==> src/rtl/reorder_buffer_pkg.sv <==
// Reorder buffer shared types.
// CDB bundle, per-entry state and sizing.
package reorder_buffer_pkg;

  localparam int ROB_TAG_W = 3;
  localparam int ROB_DEPTH = 2 ** ROB_TAG_W;

  typedef logic [15:0] lc3b_word;
  typedef logic [2:0]  lc3b_reg;
  typedef logic [ROB_TAG_W-1:0] rob_tag_t;

  typedef struct packed {
    logic     valid;
    rob_tag_t tag;
    lc3b_word data;
  } cdb_t;

  typedef struct packed {
    logic     valid;
    logic     ready;
    logic     has_dest;
    lc3b_reg  dest_reg;
    lc3b_word value;
  } rob_entry_t;

  function automatic rob_tag_t tag_inc(input rob_tag_t t);
    return t + 1'b1;
  endfunction

endpackage

==> src/rtl/reorder_buffer_entry.sv <==
// One reorder buffer slot.
// Allocated empty, filled by CDB, cleared on retire.
module rob_entry
  import reorder_buffer_pkg::*;
(
  input  logic       clk,
  input  logic       rst_n,
  input  logic       flush,
  input  logic       alloc,
  input  logic       has_dest,
  input  lc3b_reg    dest_reg,
  input  logic       cdb_wr,
  input  lc3b_word   cdb_data,
  input  logic       clear,
  output rob_entry_t q
);

  // slot state: reset/flush, then alloc, retire, CDB fill
  always_ff @(posedge clk) begin
    if (!rst_n || flush) begin
      q <= '0;
    end else if (alloc) begin
      q <= '{valid: 1'b1, ready: 1'b0,
             has_dest: has_dest,
             dest_reg: dest_reg,
             value: '0};
    end else if (clear) begin
      q.valid <= 1'b0;
      q.ready <= 1'b0;
    end else if (cdb_wr && q.valid) begin
      q.ready <= 1'b1;
      q.value <= cdb_data;
    end
  end

endmodule

==> src/rtl/reorder_buffer.sv <==
// In-order commit queue with CDB fill.
// Two lookup ports forward uncommitted values.
module reorder_buffer
  import reorder_buffer_pkg::*;
#(
  parameter int data_width = 16,
  parameter int tag_width  = ROB_TAG_W
) (
  input  logic                  clk,
  input  logic                  rst_n,
  input  logic                  flush,
  input  cdb_t                  CDB_in,
  input  logic                  alloc_req,
  input  logic                  alloc_has_dest,
  input  lc3b_reg               alloc_dest_reg,
  output logic [tag_width-1:0]  alloc_tag,
  output logic                  full,
  output logic                  empty,
  input  logic [tag_width-1:0]  lookup_tag_a,
  output logic                  lookup_rdy_a,
  output logic [data_width-1:0] lookup_val_a,
  input  logic [tag_width-1:0]  lookup_tag_b,
  output logic                  lookup_rdy_b,
  output logic [data_width-1:0] lookup_val_b,
  output logic                  commit_valid,
  output logic                  commit_we,
  output lc3b_reg               commit_reg,
  output logic [data_width-1:0] commit_data,
  output logic [tag_width-1:0]  commit_tag
);

  localparam logic [tag_width:0] DEPTH_C =
    (tag_width+1)'(ROB_DEPTH);

  rob_entry_t ent [ROB_DEPTH];
  rob_entry_t head_e;
  rob_tag_t   head;
  rob_tag_t   tail;
  logic [tag_width:0] count;
  logic [tag_width:0] count_nxt;
  logic       alloc_ok;

  assign full     = (count == DEPTH_C);
  assign empty    = (count == '0);
  assign alloc_ok = alloc_req & ~full;
  assign alloc_tag = tail;

  for (genvar i = 0; i < ROB_DEPTH; i++) begin : g_ent
    rob_entry u_ent (
      .clk      (clk),
      .rst_n    (rst_n),
      .flush    (flush),
      .alloc    (alloc_ok && tail == rob_tag_t'(i)),
      .has_dest (alloc_has_dest),
      .dest_reg (alloc_dest_reg),
      .cdb_wr   (CDB_in.valid &&
                 CDB_in.tag == rob_tag_t'(i)),
      .cdb_data (CDB_in.data),
      .clear    (commit_valid && head == rob_tag_t'(i)),
      .q        (ent[i])
    );
  end

  assign head_e       = ent[head];
  assign commit_valid = head_e.valid & head_e.ready;
  assign commit_we    = commit_valid & head_e.has_dest;
  assign commit_reg   = commit_valid ? head_e.dest_reg : '0;
  assign commit_data  = commit_valid ? head_e.value : '0;
  assign commit_tag   = commit_valid ? head : '0;

  assign lookup_rdy_a = ent[lookup_tag_a].valid &
    (ent[lookup_tag_a].ready |
     (CDB_in.valid & (CDB_in.tag == lookup_tag_a)));
  assign lookup_val_a = ent[lookup_tag_a].ready ?
    ent[lookup_tag_a].value : CDB_in.data;

  assign lookup_rdy_b = ent[lookup_tag_b].valid &
    (ent[lookup_tag_b].ready |
     (CDB_in.valid & (CDB_in.tag == lookup_tag_b)));
  assign lookup_val_b = ent[lookup_tag_b].ready ?
    ent[lookup_tag_b].value : CDB_in.data;

  // occupancy: alloc adds, retire removes, both cancel
  always_comb begin
    count_nxt = count;
    unique case ({alloc_ok, commit_valid})
      2'b10:   count_nxt = count + 1'b1;
      2'b01:   count_nxt = count - 1'b1;
      default: count_nxt = count;
    endcase
  end

  // head/tail/count registers
  always_ff @(posedge clk) begin
    if (!rst_n || flush) begin
      head  <= '0;
      tail  <= '0;
      count <= '0;
    end else begin
      if (alloc_ok)     tail <= tag_inc(tail);
      if (commit_valid) head <= tag_inc(head);
      count <= count_nxt;
    end
  end

endmodule

==> config.mk <==
export PLATFORM = sky130hd
export DESIGN_NAME = reorder_buffer
export DESIGN_NICKNAME = d
export VERILOG_FILES = /design/src/rtl/reorder_buffer_pkg.sv /design/src/rtl/reorder_buffer_entry.sv /design/src/rtl/reorder_buffer.sv
export SDC_FILE = /design/constraint.sdc
export NUM_CORES = 1
export LEC_CHECK = 0
export ABC_AREA = 1
export ABC_CLOCK_PERIOD_IN_PS = 6800
export CAP_MARGIN = 5
export CORE_AREA = 4 4 212 214
export CTS_BUF_LIST = sky130_fd_sc_hd__clkbuf_2
export DETAILED_ROUTE_END_ITERATION = 7
export DIE_AREA = 0 0 216 218
export GPL_ROUTABILITY_DRIVEN = 0
export PLACE_DENSITY = 0.43
export SYNTH_ARGS = -nofsm -noshare
export SYNTH_HDL_FRONTEND = slang
export SYNTH_HIERARCHICAL = 1
export SYNTH_SLANG_ARGS = --single-unit
export TNS_END_PERCENT = 50
==> constraint.sdc <==
create_clock -name clk -period 6.8 [get_ports clk]
set_clock_uncertainty 0.05 [all_clocks]
set_input_delay 1.36 -clock clk [delete_from_list [all_inputs] [get_ports clk]]
set_output_delay 1.36 -clock clk [all_outputs]
set_load 0.01 [all_outputs]
==> results of run 1 <==
==> final timing paths <==
check | endpoint | cells past startpoint | slack [ns]
worst max-delay path | commit_reg[0] | 9 | 1.12
worst min-delay path | g_ent[6].u_ent/q[17] | 2 | 0.43
worst max register to register | g_ent[3].u_ent/q[5] | 13 | 2.88
worst min register to register | g_ent[6].u_ent/q[17] | 2 | 0.43
==> cell usage in the layout (no fill, tap or decap), types with 35 or more instances in the layout <==
cell type / n
nand2_1: 784
nor2_1: 329
inv_1: 252
dfxtp_1: 184
a21oi_1: 133
o211ai_1: 128
clkdlybuf4s50_1: 92
o21ai_0: 71
nand3_1: 53
o21ai_1: 35
==> layer usage <==
layer  global-route usage, %  vias up  part of all wire, %
li1                        -     6859                    -
met1                    29.6     6196                   46
met3                    3.83       66                  5.5
met4                    6.14        2                  2.2
met5                       0        -                0.024
met2                    37.3      420                   46
==> power by group <==
group          leakage (nW)  total [mW]  switching (mW)  internal (mW)
Combinational          4.88       0.345           0.236          0.110
Sequential             1.50        1.10         0.00446           1.10
Clock                 0.184       0.788           0.442          0.347
==> sequential cells by signal (all words and copies together) (netlist names) <==
register and flops:
alloc_tag 3, count 4, g_ent.u_ent/q 176, head 3
==> through the flow <==
| step | util (%) | setup WS [ns] | instances | total power [mW] | hold WS [ns] |
|---|---|---|---|---|---|
| CTS | 33.1 | 1.02 | 2803 | 2.27 | 0.431 |
| global placement | 32.3 | 1.33 | 2774 | 1.47 | 0.398 |
| detailed placement | 32.3 | 1.33 | 2774 | 1.47 | 0.404 |
| finish | 33.1 | 1.12 | 2805 | 2.24 | 0.433 |
| global route | 33.1 | 0.770 | 2805 | 2.34 | 0.438 |
| floorplan | - | 3.06 | 2200 | 1.31 | 0.391 |
==> area by class of cell <==
| type | instances | area, um2 |
|---|---|---|
| fillers | 4818 | 28700 |
| multi-input cells | 1614 | 7290 |
| flip-flops and latches | 186 | 3730 |
| repair buffers | 114 | 1080 |
| inverters | 275 | 1030 |
| well taps | 585 | 732 |
| clock inverters | 12 | 248 |
| clock buffers | 17 | 85.1 |
| diodes | 2 | 5.00 |
==> worst reg2reg max path, stage by stage, from the launching register on <==
cell and delay, ns:
dfxtp_2 0.38, buf_4 0.34, inv_2 0.58, buf_4 0.45, nand3_1 0.14, nand2_2 0.15
nand2_2 0.13, nand2_4 0.28, nor2_1 0.10, inv_2 0.12, nand3_2 0.70, nand2_1 0.25
nand2_1 0.07, nor2_1 0.11
==> cell families (layout without fill, tap and decap cells) <==
| logic type | Yosys count | count (layout) | share of synthesized area [%] |
|---|---|---|---|
| and+or+nand+nor | 1223 | 1223 | 38.1 |
| buffers and inverters | 400 | 418 | 13.7 |
| AOI/OAI and AO/OA | 368 | 368 | 17.0 |
| DFF | 186 | 186 | 29.2 |
| adders and majority gates | 15 | 15 | 1.47 |
| xor gates and xnor gates | 8 | 8 | 0.549 |
| other | 0 | 2 | 0 |
==> flow_metrics.env, run 1 <==
export IMPL_vias=13500
export IMPL_cp_start_kind="flip-flop"
export IMPL_synth_seq_cells=186
export IMPL_hpwl_um=35400
export IMPL_cts_setup_buffers=0
export IMPL_status="finished, final reports clean"
export IMPL_rsz0062_at_grt="false"
export IMPL_yosysMostFrequentCell="nand2_1"
export IMPL_path_buf_inv=4
export IMPL_ys_top_cells_by_count="nand2_1, nor2_1, inv_1"
export IMPL_synth_cell_types=28
export IMPL_ant_nets=0
export IMPL_num_rows=76
export IMPL_fmax_mhz=176
export IMPL_antenna_found_initial=2
export IMPL_grt_first_pass_wirelength_um=79600
export IMPL_syn_nets=2249
export IMPL_ys_async_sr_fraction_pct=0
export IMPL_synth_area_leader_cell="dfxtp_1"
export IMPL_seq_area_frac_synth_pct=29.2
export IMPL_route_detailed_drc=0
export IMPL_netlist_top_cells_area="dfxtp_1, nand2_1, nor2_1, o211ai_1, inv_1"
export IMPL_core_region_area_um2=42900
export IMPL_holdCritStartpoint="g_ent[6].u_ent/q[17]"
export IMPL_path_delay_family="buffers and inverters"
export IMPL_synth_area_um2=12800
export IMPL_max_stage_delay_ns=0.61
export IMPL_yosysTopAreaCellShare_pct=29.2
export IMPL_drtIter0Drc=1041
export IMPL_dieArea_um2=47100
export IMPL_h_tree_depth=4
export IMPL_dieHeight_um=218
export IMPL_finalSetupViolCount=0
export IMPL_irDropWorstVdd_v=0.0000899
export IMPL_synthCells=2200
export IMPL_period_minus_slack_ns=5.68
export IMPL_synthFlopType="dfxtp_1"
export IMPL_die_x_um=216
export IMPL_synth_edff_count=0
export IMPL_postPlaceCellArea_um2=13900
export IMPL_root_buffer="clkbuf_2"
export IMPL_cts_buffers=17
export IMPL_crit_path_max_fanout=46
export IMPL_cts_sinks=186
export IMPL_hold_path_class="reg -> reg"
export IMPL_cp_required_ns=5.39
export IMPL_path_class="reg -> out"
export IMPL_hold_buffers=0
export IMPL_grt_pass1_vias=12700
export IMPL_grt_max_degree=89
export IMPL_layout_drive_gt1_share_pct=4.78
export IMPL_via_per_inst=4.83
export IMPL_port_buffer_count=96
export IMPL_nets=2257
export IMPL_wl_um=53200
export IMPL_hold_viol_final=0
export IMPL_clk_latency_ns=0.93
export IMPL_cts_tree="built"
export IMPL_syn_area_per_cell_um2=5.80
export IMPL_worstSetupEndpointType="output port"
export IMPL_grt_util_all_layers_pct=22.2
export IMPL_min_period_over_period_pct=83.5
export IMPL_post_cts_resized=0
export IMPL_wl_per_cell_um=19.0
export IMPL_slowest_stage="clkdlybuf4s50_1"
export IMPL_area_growth_pct=11.3
export IMPL_cap_violations=0
export IMPL_crit_chain="buf_4 > inv_2 > buf_4 > nand3_1 > nand2_2 > nand2_2 > nand2_4 > nor3_1 > clkdlybuf4s50_1"
export IMPL_crit_path_start="head[1]"
export IMPL_powerDensity_nw_per_um2=158
export IMPL_clkTransAtPathRegs_ns=0.28
export IMPL_timing_rr_start="head[1]"
export IMPL_start_util_pct=29.7
export IMPL_fin_tns_setup_ns=0
export IMPL_gr_total_overflow=0
export IMPL_p_leak_nw=6.56
export IMPL_boundaryPins=97
export IMPL_max_slew_margin_pct=21.1
export IMPL_cts_buffer_depth=2
export IMPL_dr_pass1_iters=6
export IMPL_cp_arrival_ns=4.27
export IMPL_worst_pin_slew_ns=1.18
export IMPL_finish_instance_area_um2=14200
export IMPL_ys_warn_count=6
export IMPL_drv_slew=0
No activity file was read; power rests on OpenSTA's default activity.
==> run 2, diff against run 1 <==
--- a/config.mk
+++ b/config.mk
@@ -6,7 +6,7 @@
 export NUM_CORES = 1
 export LEC_CHECK = 0
 export ABC_AREA = 1
-export ABC_CLOCK_PERIOD_IN_PS = 6800
+export ABC_CLOCK_PERIOD_IN_PS = 5910
 export CAP_MARGIN = 5
 export CORE_AREA = 4 4 212 214
 export CTS_BUF_LIST = sky130_fd_sc_hd__clkbuf_2
==> constraint.sdc (replaced) <==
create_clock -name clk -period 5.91 [get_ports clk]
set_clock_uncertainty 0.05 [all_clocks]
set_input_delay 1.182 -clock clk [delete_from_list [all_inputs] [get_ports clk]]
set_output_delay 1.182 -clock clk [all_outputs]
set_load 0.01 [all_outputs]
==> flow_metrics.env, run 2 (synthesis gave the netlist of run 1 again) <==
export IMPL_status="finished, final reports clean"
export IMPL_cts_tree="built"
export IMPL_period_minus_slack_ns=5.17
export IMPL_worst_pin_slew_ns=1.13
export IMPL_cts_buffers=17
export IMPL_path_buf_inv=2
export IMPL_top_register="g_ent.u_ent/q"
export IMPL_cap_violations=0
export IMPL_finish_instance_area_um2=14100
export IMPL_p_sw_uw=823
export IMPL_internal_power_mw=1.56
export IMPL_cts_sinks=186
export IMPL_seqPwrFrac_pct=53.4
export IMPL_rsz0062_at_grt="false"
export IMPL_antenna_found_initial=2
export IMPL_route_detailed_drc=0
export IMPL_gr_total_overflow=0
export IMPL_worstSetupEndpointType="output port"
export IMPL_hold_viol_final=0
export IMPL_port_buffer_count=96
export IMPL_via_per_inst=4.84
export IMPL_grt_max_degree=77
export IMPL_p_clk_share_pct=29.8
export IMPL_crit_chain="buf_4 > nand3_1 > nand3_1 > nand2_2 > nand2_2 > nand2_4 > nor3_1 > clkdlybuf4s50_1"
export IMPL_dr_pass1_iters=5
export IMPL_path_class="reg -> out"
export IMPL_boundaryPins=97
export IMPL_hold_path_class="reg -> reg"
export IMPL_clkTransAtPathRegs_ns=0.35
export IMPL_area_growth_pct=10.6
export IMPL_num_rows=76
export IMPL_hpwl_um=35300
export IMPL_grt_util_all_layers_pct=22.4
export IMPL_dieHeight_um=218
export IMPL_fmax_mhz=193
export IMPL_postPlaceCellArea_um2=13900
export IMPL_dieArea_um2=47100
export IMPL_root_buffer="clkbuf_2"
export IMPL_min_period_over_period_pct=87.5
export IMPL_max_slew_margin_pct=24.2
export IMPL_largest_registers="g_ent.u_ent/q (176), count (4)"
export IMPL_vias=13600
export IMPL_max_stage_delay_ns=0.78
export IMPL_ant_nets=0
export IMPL_power_frac_comb_pct=16.8
export IMPL_grt_first_pass_wirelength_um=79900
export IMPL_cp_arrival_ns=3.94
export IMPL_slowest_stage="dfxtp_4"
export IMPL_h_tree_depth=4
export IMPL_p_leak_nw=6.53
export IMPL_layout_commonest_cell="nand2_1"
export IMPL_crit_path_max_fanout=49
export IMPL_cp_start_kind="flip-flop"
export IMPL_switching_share_pct=34.6
export IMPL_grt_pass1_vias=12700
export IMPL_cp_required_ns=4.68
export IMPL_post_cts_resized=0
export IMPL_n_fill_cell=4790
export IMPL_finalSetupViolCount=0
export IMPL_hold_buffers=0
export IMPL_irDropWorstVdd_v=0.0000944
export IMPL_cts_buffer_depth=2
export IMPL_path_delay_family="buffers and inverters"
export IMPL_wl_per_cell_um=19.1
export IMPL_powerDensity_nw_per_um2=169
export IMPL_layout_drive_gt1_share_pct=5.04
export IMPL_wl_um=53500
export IMPL_largest_register_ffs=176
export IMPL_whs_ns=0.431
export IMPL_fin_tns_setup_ns=0
export IMPL_drtIter0Drc=1198
export IMPL_die_x_um=216
export IMPL_cts_setup_buffers=0
export IMPL_drv_slew=0
export IMPL_clk_latency_ns=0.92
export IMPL_final_cell_mix="nand2_1, nor2_1, inv_1, dfxtp_1, a21oi_1"
export IMPL_core_region_area_um2=42900
export IMPL_nets=2260
export IMPL_start_util_pct=29.7
==> run 2: layout make-up <==
cell class	count	area, um2	share of cell area (%)
Antenna cell	1	2.50	0.0177
Clock buffer	17	85.1	0.603
Clock inverter	14	139	0.984
Inverter	275	1030	7.31
Multi-Input combinational cell	1614	7290	51.7
Sequential cell	186	3730	26.4
Tap cell	585	732	5.19
Timing Repair Buffer	117	1100	7.82
==> run 2: tightest hold or removal path, cell delays in order, from the launching register on <==
cell	delay, ns
dfxtp_1	0.39
nand2_1	0.06
a21oi_1	0.05
==> run 2: per-layer routing <==
layer | vias to the layer above | GRT usage [%] | routed length [um]
li1 | 6871 | - | -
met1 | 6271 | 29.8 | 24600
met2 | 404 | 36.5 | 24000
met3 | 56 | 5.27 | 3650
met4 | 2 | 6.12 | 1270
met5 | - | 0 | 10
==> run 2: path summary, 6_finish.rpt <==
check / startpoint / end / slack (ns) / depth (start not counted)
setup / recovery: head[0] / commit_we / 0.74 / 8
hold / removal: g_ent[6].u_ent/q[18] / g_ent[6].u_ent/q[18] / 0.43 / 2
setup reg to reg: head[0] / g_ent[3].u_ent/q[2] / 2.27 / 12
hold reg to reg: g_ent[6].u_ent/q[18] / g_ent[6].u_ent/q[18] / 0.43 / 2
==> run 2: metrics by stage <==
| step | worst slack [ns] | instances | utilization [%] | power (mW) |
|---|---|---|---|---|
| final | 0.740 | 2809 | 32.9 | 2.38 |
| after floorplan | 2.53 | 2200 | - | 1.51 |
| after detailed placement | 0.927 | 2777 | 32.4 | 1.69 |
| after global routing | 0.431 | 2809 | 32.9 | 2.49 |
| after CTS | 0.618 | 2808 | 32.9 | 2.41 |
| after global placement | 0.979 | 2777 | 32.4 | 1.69 |
==> run 2: power by group through the flow <==
stage,clock [mW],sequential [mW],combinational (mW)
2_1_floorplan,0,1.29,0.217
3_3_place_gp,0,1.29,0.397
3_5_place_dp,0,1.29,0.398
4_1_cts,0.744,1.27,0.399
5_1_grt,0.786,1.27,0.434
6_report,0.708,1.27,0.400
